**config.mk**
```make
export PLATFORM = sky130hd
export DESIGN_NAME = baud_tick_gen
export DESIGN_NICKNAME = d
export VERILOG_FILES = /design/src/rtl/uart_pkg.sv /design/src/rtl/baud_rate_lut.sv /design/src/rtl/baud_tick_gen.sv
export SDC_FILE = /design/constraint.sdc
export NUM_CORES = 1
export LEC_CHECK = 0
export BUFFER_PORTS_ARGS = -buffer_cell sky130_fd_sc_hd__clkbuf_2
export CORE_MARGIN = 2
export CORE_UTILIZATION = 40
export CTS_BUF_LIST = sky130_fd_sc_hd__clkbuf_4 sky130_fd_sc_hd__clkbuf_8
export DETAILED_ROUTE_END_ITERATION = 6
export HOLD_SLACK_MARGIN = 0.15
export PLACE_DENSITY = 0.63
export SETUP_SLACK_MARGIN = 0.15
export SKIP_LAST_GASP = 1
export SLEW_MARGIN = 25
export SYNTH_ARGS = -nofsm -noshare
export SYNTH_HDL_FRONTEND = slang
export SYNTH_SLANG_ARGS = --single-unit
export TNS_END_PERCENT = 10
```
**constraint.sdc**
```tcl
create_clock -name clk -period 9.7 [get_ports clk]
set_clock_uncertainty 0.2 [all_clocks]
set_input_delay 0.97 -clock clk [delete_from_list [all_inputs] [get_ports clk]]
set_output_delay 0.97 -clock clk [all_outputs]
set_load 0.005 [all_outputs]
```
**src/rtl/uart_pkg.sv**
```systemverilog
// Shared UART constants: baud select codes, counter width and the divisor function.
package uart_pkg;

  localparam int unsigned CNT_W_DFLT = 19;
  localparam int unsigned NUM_BAUD   = 12;

  localparam logic [3:0] BAUD_300    = 4'd0;
  localparam logic [3:0] BAUD_1200   = 4'd1;
  localparam logic [3:0] BAUD_2400   = 4'd2;
  localparam logic [3:0] BAUD_4800   = 4'd3;
  localparam logic [3:0] BAUD_9600   = 4'd4;
  localparam logic [3:0] BAUD_19200  = 4'd5;
  localparam logic [3:0] BAUD_38400  = 4'd6;
  localparam logic [3:0] BAUD_57600  = 4'd7;
  localparam logic [3:0] BAUD_115200 = 4'd8;
  localparam logic [3:0] BAUD_230400 = 4'd9;
  localparam logic [3:0] BAUD_460800 = 4'd10;
  localparam logic [3:0] BAUD_921600 = 4'd11;

  function automatic int unsigned baud_rate(input logic [3:0] code);
    case (code)
      BAUD_300:    return 300;
      BAUD_1200:   return 1200;
      BAUD_2400:   return 2400;
      BAUD_4800:   return 4800;
      BAUD_9600:   return 9600;
      BAUD_19200:  return 19200;
      BAUD_38400:  return 38400;
      BAUD_57600:  return 57600;
      BAUD_115200: return 115200;
      BAUD_230400: return 230400;
      BAUD_460800: return 460800;
      BAUD_921600: return 921600;
      default:     return 0;
    endcase
  endfunction

  // Clock cycles per bit, rounded half-up; 0 for unsupported codes.
  function automatic int unsigned baud_div(input int unsigned clk_hz, input logic [3:0] code);
    int unsigned rate;
    rate = baud_rate(code);
    if (rate == 0) return 0;
    return (clk_hz + rate / 2) / rate;
  endfunction

endpackage

```
**src/rtl/baud_rate_lut.sv**
```systemverilog
// Baud code to {valid, divisor-1}; the table is folded to constants at elaboration.
module baud_rate_lut import uart_pkg::*; #(
  parameter int unsigned CLK_HZ = 100_000_000,
  parameter int unsigned CNT_W  = CNT_W_DFLT
) (
  input  logic [3:0]       code,
  output logic             valid_c,
  output logic [CNT_W-1:0] div_m1_c
);

  logic [CNT_W-1:0] tbl [NUM_BAUD];

  for (genvar g = 0; g < NUM_BAUD; g++) begin : g_tbl
    assign tbl[g] = CNT_W'(baud_div(CLK_HZ, 4'(g)) - 1);
  end

  always_comb begin
    valid_c  = (code < 4'(NUM_BAUD));
    div_m1_c = '0;
    if (valid_c) div_m1_c = tbl[code];
  end

endmodule

```
**src/rtl/baud_tick_gen.sv**
```systemverilog
// Baud divide counter with bit/mid-bit strobes, boundary-aligned rate switching,
// RX phase restart and unsupported-code flag.
module baud_tick_gen import uart_pkg::*; #(
  parameter int unsigned CLK_HZ     = 100_000_000,
  parameter int unsigned CNT_W      = CNT_W_DFLT,
  parameter logic [3:0]  RESET_BAUD = BAUD_300
) (
  input  logic             clk,
  input  logic             reset_n,
  input  logic             en,
  input  logic             restart,
  input  logic [3:0]       baud,
  output logic             bit_tick,
  output logic             mid_tick,
  output logic             baud_err,
  output logic [CNT_W-1:0] div_out
);

  localparam logic [CNT_W-1:0] RST_DIV_M1 = CNT_W'(baud_div(CLK_HZ, RESET_BAUD) - 1);

  if (64'(baud_div(CLK_HZ, BAUD_300)) - 64'd1 >= (64'd1 << CNT_W)) begin : g_cnt_w_too_small
    $error("CNT_W cannot hold the slowest divisor");
  end
  if (RESET_BAUD >= 4'(NUM_BAUD)) begin : g_bad_reset_baud
    $error("RESET_BAUD is not a supported code");
  end

  logic [CNT_W-1:0] cnt_q, cnt_d;
  logic [CNT_W-1:0] div_cur_q, div_cur_d;
  logic [CNT_W-1:0] pend_div_q, pend_div_d;
  logic             bit_tick_q, bit_tick_d;
  logic             mid_tick_q, mid_tick_d;
  logic             baud_err_q, baud_err_d;

  logic             lut_valid_c;
  logic [CNT_W-1:0] lut_div_c;
  logic [CNT_W:0]   div_full_c;
  logic [CNT_W-1:0] mid_cnt_c;

  baud_rate_lut #(.CLK_HZ(CLK_HZ), .CNT_W(CNT_W)) u_lut (
    .code     (baud),
    .valid_c  (lut_valid_c),
    .div_m1_c (lut_div_c)
  );

  // Mid-bit compare point (DIV >> 1) - 1, computed one bit wider so DIV never overflows.
  always_comb begin
    div_full_c = {1'b0, div_cur_q} + (CNT_W+1)'(1);
    mid_cnt_c  = CNT_W'(div_full_c >> 1) - CNT_W'(1);
  end

  // Divisor only moves at a period boundary, restart or while idle, so periods are never cut.
  always_comb begin
    cnt_d      = cnt_q;
    div_cur_d  = div_cur_q;
    bit_tick_d = 1'b0;
    mid_tick_d = 1'b0;
    pend_div_d = lut_valid_c ? lut_div_c : pend_div_q;
    baud_err_d = ~lut_valid_c;

    if (!en || restart) begin
      cnt_d     = '0;
      div_cur_d = pend_div_q;
    end else if (cnt_q == div_cur_q) begin
      cnt_d      = '0;
      bit_tick_d = 1'b1;
      div_cur_d  = pend_div_q;
    end else begin
      cnt_d = cnt_q + CNT_W'(1);
    end

    if (en && !restart && (cnt_q == mid_cnt_c)) mid_tick_d = 1'b1;
  end

  always_ff @(posedge clk or negedge reset_n) begin
    if (!reset_n) begin
      cnt_q      <= '0;
      div_cur_q  <= RST_DIV_M1;
      pend_div_q <= RST_DIV_M1;
      bit_tick_q <= 1'b0;
      mid_tick_q <= 1'b0;
      baud_err_q <= 1'b0;
    end else begin
      cnt_q      <= cnt_d;
      div_cur_q  <= div_cur_d;
      pend_div_q <= pend_div_d;
      bit_tick_q <= bit_tick_d;
      mid_tick_q <= mid_tick_d;
      baud_err_q <= baud_err_d;
    end
  end

  assign bit_tick = bit_tick_q;
  assign mid_tick = mid_tick_q;
  assign baud_err = baud_err_q;
  assign div_out  = div_cur_q;

endmodule

```
==> flow_metrics.py <==
metrics = {
    "layout": {
        "fin_nets": 451,
        "fill_cells": 980,
        "design_area_um2": 4407,
        "drive_gt1_share_pct": 21.77,
        "diodes": 0,
        "fin_util_pct": 44.67,
        "area_delta_synth_final_pct": 7.378,
    },
    "critical_path": {
        "crit_path_top_delay_cell": "dfrtp_1",
        "path_cells": "ha_1, nand3_1, mux2i_1, o22ai_1, o2111ai_4, or4_1, a22o_1, or4b_1, a211oi_2",
        "startpoint_type": "register",
        "cp_data_required_time_ns": 9.74,
        "slowest_delay_ns": 0.56,
        "critPathKind": "register to register",
        "worstPathMaxFanout": 11,
        "cp.arrival_ns": 3.85,
        "cp-end-kind": "register",
        "crit_family": "simple AND/OR/NAND/NOR gates",
        "cp_num_buf_inv": 0,
    },
    "global_routing": {
        "antenna_found_initial": 0,
        "grt_usage_pct": 17.49,
        "grt-ovfl-total": 0,
        "grt_max_degree": 59,
        "grt_pass1_vias": 3045,
        "grt_pass1_wl_mm": 15.70,
    },
    "cts": {
        "clk_pin_slew_ns": 0.07,
        "postCtsSetupRepairBufs": 0,
        "clk_path_buf_depth": 2,
        "cts_sinks": 58,
        "holdBufCountCts": 0,
        "cts_buffers": 9,
        "ctsResizeCount": 0,
        "cts_tree": "done",
        "cts_root_buf": "clkbuf_8",
        "clk_latency_ns": 0.33,
        "htreeDepth": 3,
    },
    "sta": {
        "final-setup-viol-count": 0,
        "rsz0062_at_grt": "false",
        "period_minus_slack_ns": 3.809,
        "worst_pin_slew_ns": 0.7257,
        "final.setup.tns_ns": 0,
        "finalHoldViolCount": 0,
        "relSlewSlack_pct": 51.18,
        "max_freq_mhz": 262.5,
        "maxSlewViolCount": 0,
        "fin_crit_sh_pct": 39.27,
    },
    "placement": {
        "gp_congestion": 0.9237,
        "io_buffers": 28,
        "dpl_cell_area_um2": 4184,
        "hpwl_mm": 6.706,
    },
    "synth": {
        "synth_area_um2": 4104,
        "async_flop_share_pct": 100.0,
        "ys_seq_area_share_pct": 35.79,
        "yosysWarnings": 0,
        "synth-main-ff-cell": "dfrtp_1",
        "synth.distinct_cells": 61,
        "yosys-top-cells-area": "dfrtp_1 27%, xnor2_1 12%, dfstp_2 9.0%",
        "synth_edf_count": 0,
        "syn_avg_cell_area_um2": 9.522,
        "syn_inst": 431,
        "yosysTopAreaCell": "dfrtp_1",
        "ys_ff_latch": 58,
        "syn-num-nets": 446,
        "yosysTopAreaCellShare_pct": 26.83,
    },
    "detailed_routing": {
        "wl_per_cell_um": 15.89,
        "vias": 3097,
        "antenna_left": 0,
        "firstDrtPassIters": 4,
        "routed_via_density": 5.395,
        "drc_errors": 0,
        "finalWirelength_mm": 9.120,
        "drt_iter0_drc": 203,
    },
    "die": {
        "initial_utilization_pct": 41.60,
        "dieArea_um2": 11090,
        "core_um2": 9864,
        "row_count": 36,
        "die_x_um": 105.3,
        "ios": 30,
        "die_h_um": 105.3,
    },
    "run_status": {
        "status": "completed",
    },
    "power": {
        "ir_worst_vdd_mv": 0.07549,
        "fin_total_pwr_mw": 0.6813,
        "p_leak_nw": 1.747,
        "powerDensity_nw_per_um2": 154.6,
    },
    "min_path": {
        "hold_path_class": "register to register",
    },
    "job": {
        "maxCapViolations": 0,
    },
}
==> cells in the final DEF (no fill, tap or decap), types with 8 or more instances in the layout <==
cell and n:
xnor2_1 58, dfrtp_1 44, nor2_1 33, clkbuf_2 28, nand2_1 26, mux2_2 20, xor2_1 18, nand3_1 15
nand4_1 15, o21ai_0 15, a21oi_1 14, dfstp_2 14, inv_1 12, clkbuf_8 10, or3_1 9, and3_1 8
nor3_1 8
==> synth_stat cells, drive strengths merged, types with 11 or more instances <==
library cell  count
nand3            16
clkbuf           26
or3              11
nand2            26
mux2             20
a21oi            14
xnor2            58
xor2             18
o21ai            15
dfstp            14
nor2             33
inv              12
nand4            16
dfrtp            44
==> cells by family (layout without fill, tap and decap cells) <==
kind of cell    after synthesis  after routing  synth area share, %
xor+xnor                     76             76                16.22
simple gates                148            148                19.63
mux                          26             26                7.561
fa+ha+maj                     7              7                2.134
other cells                   1              1              0.09138
buf+inv                      48             58                6.981
flops                        58             58                35.79
compound gates               67             67                11.59
==> state kept, by name, summed over array words and instances (netlist names) <==
name / count
baud_err: 1
mid_tick: 1
pend_div_q: 18
cnt_q: 19
div_out: 18
bit_tick: 1
==> worst register-to-register path, delay by kind of cell (launching register included) <==
kind | cells | cell delay [ns]
AOI/OAI and AO/OA | 4 | 1.09
muxes | 1 | 0.18
adders and majority gates | 1 | 0.41
and+or+nand+nor | 3 | 1.29
DFF | 1 | 0.56
==> path summary, 6_finish.rpt <==
kind                                     start             end  slack [ns]  cells past startpoint
worst max-delay path                div_out[0]        mid_tick        5.89                      9
worst min-delay path            pend_div_q[14]  pend_div_q[14]        0.29                      2
worst max register to register      div_out[0]        mid_tick        5.89                      9
worst min register to register  pend_div_q[14]  pend_div_q[14]        0.29                      2
max in group asynchronous              reset_n        baud_err        8.24                      2
min in group asynchronous              reset_n        bit_tick        0.58                      2
==> layer usage <==
layer | global-route usage [%] | routed length (µm)
met5 | 0 | 0
met2 | 27.74 | 4344
met4 | 5.619 | 140
met1 | 24.15 | 4332
met3 | 3.216 | 303
==> metrics by stage <==
stage | worst slack [ns] | std cells | hold slack, ns
floorplan | 6.299 | 431 | 0.2444
global placement | 6.056 | 558 | 0.2648
detailed placement | 5.917 | 558 | 0.2726
CTS | 5.889 | 574 | 0.2888
global route | 5.649 | 574 | 0.3226
finish | 5.891 | 574 | 0.2883
==> report_power, final <==
part / switching (mW) / internal, mW / leakage (nW) / total [mW]
combinational: 0.0686 / 0.0628 / 0.907 / 0.131
sequential: 0.0350 / 0.262 / 0.727 / 0.297
clock: 0.0994 / 0.154 / 0.113 / 0.253
total: 0.203 / 0.478 / 1.75 / 0.681
==> layout make-up <==
type	instances	area (µm²)	share of cell area, %
Clock inverter	5	77.57	1.760
Timing Repair Buffer	30	155.1	3.521
Multi-Input combinational cell	325	2349	53.29
Clock buffer	11	145.1	3.294
Sequential cell	58	1469	33.33
Inverter	12	45.04	1.022
Tap cell	133	166.4	3.776
Note: power is estimated with default switching activity, not from simulation.
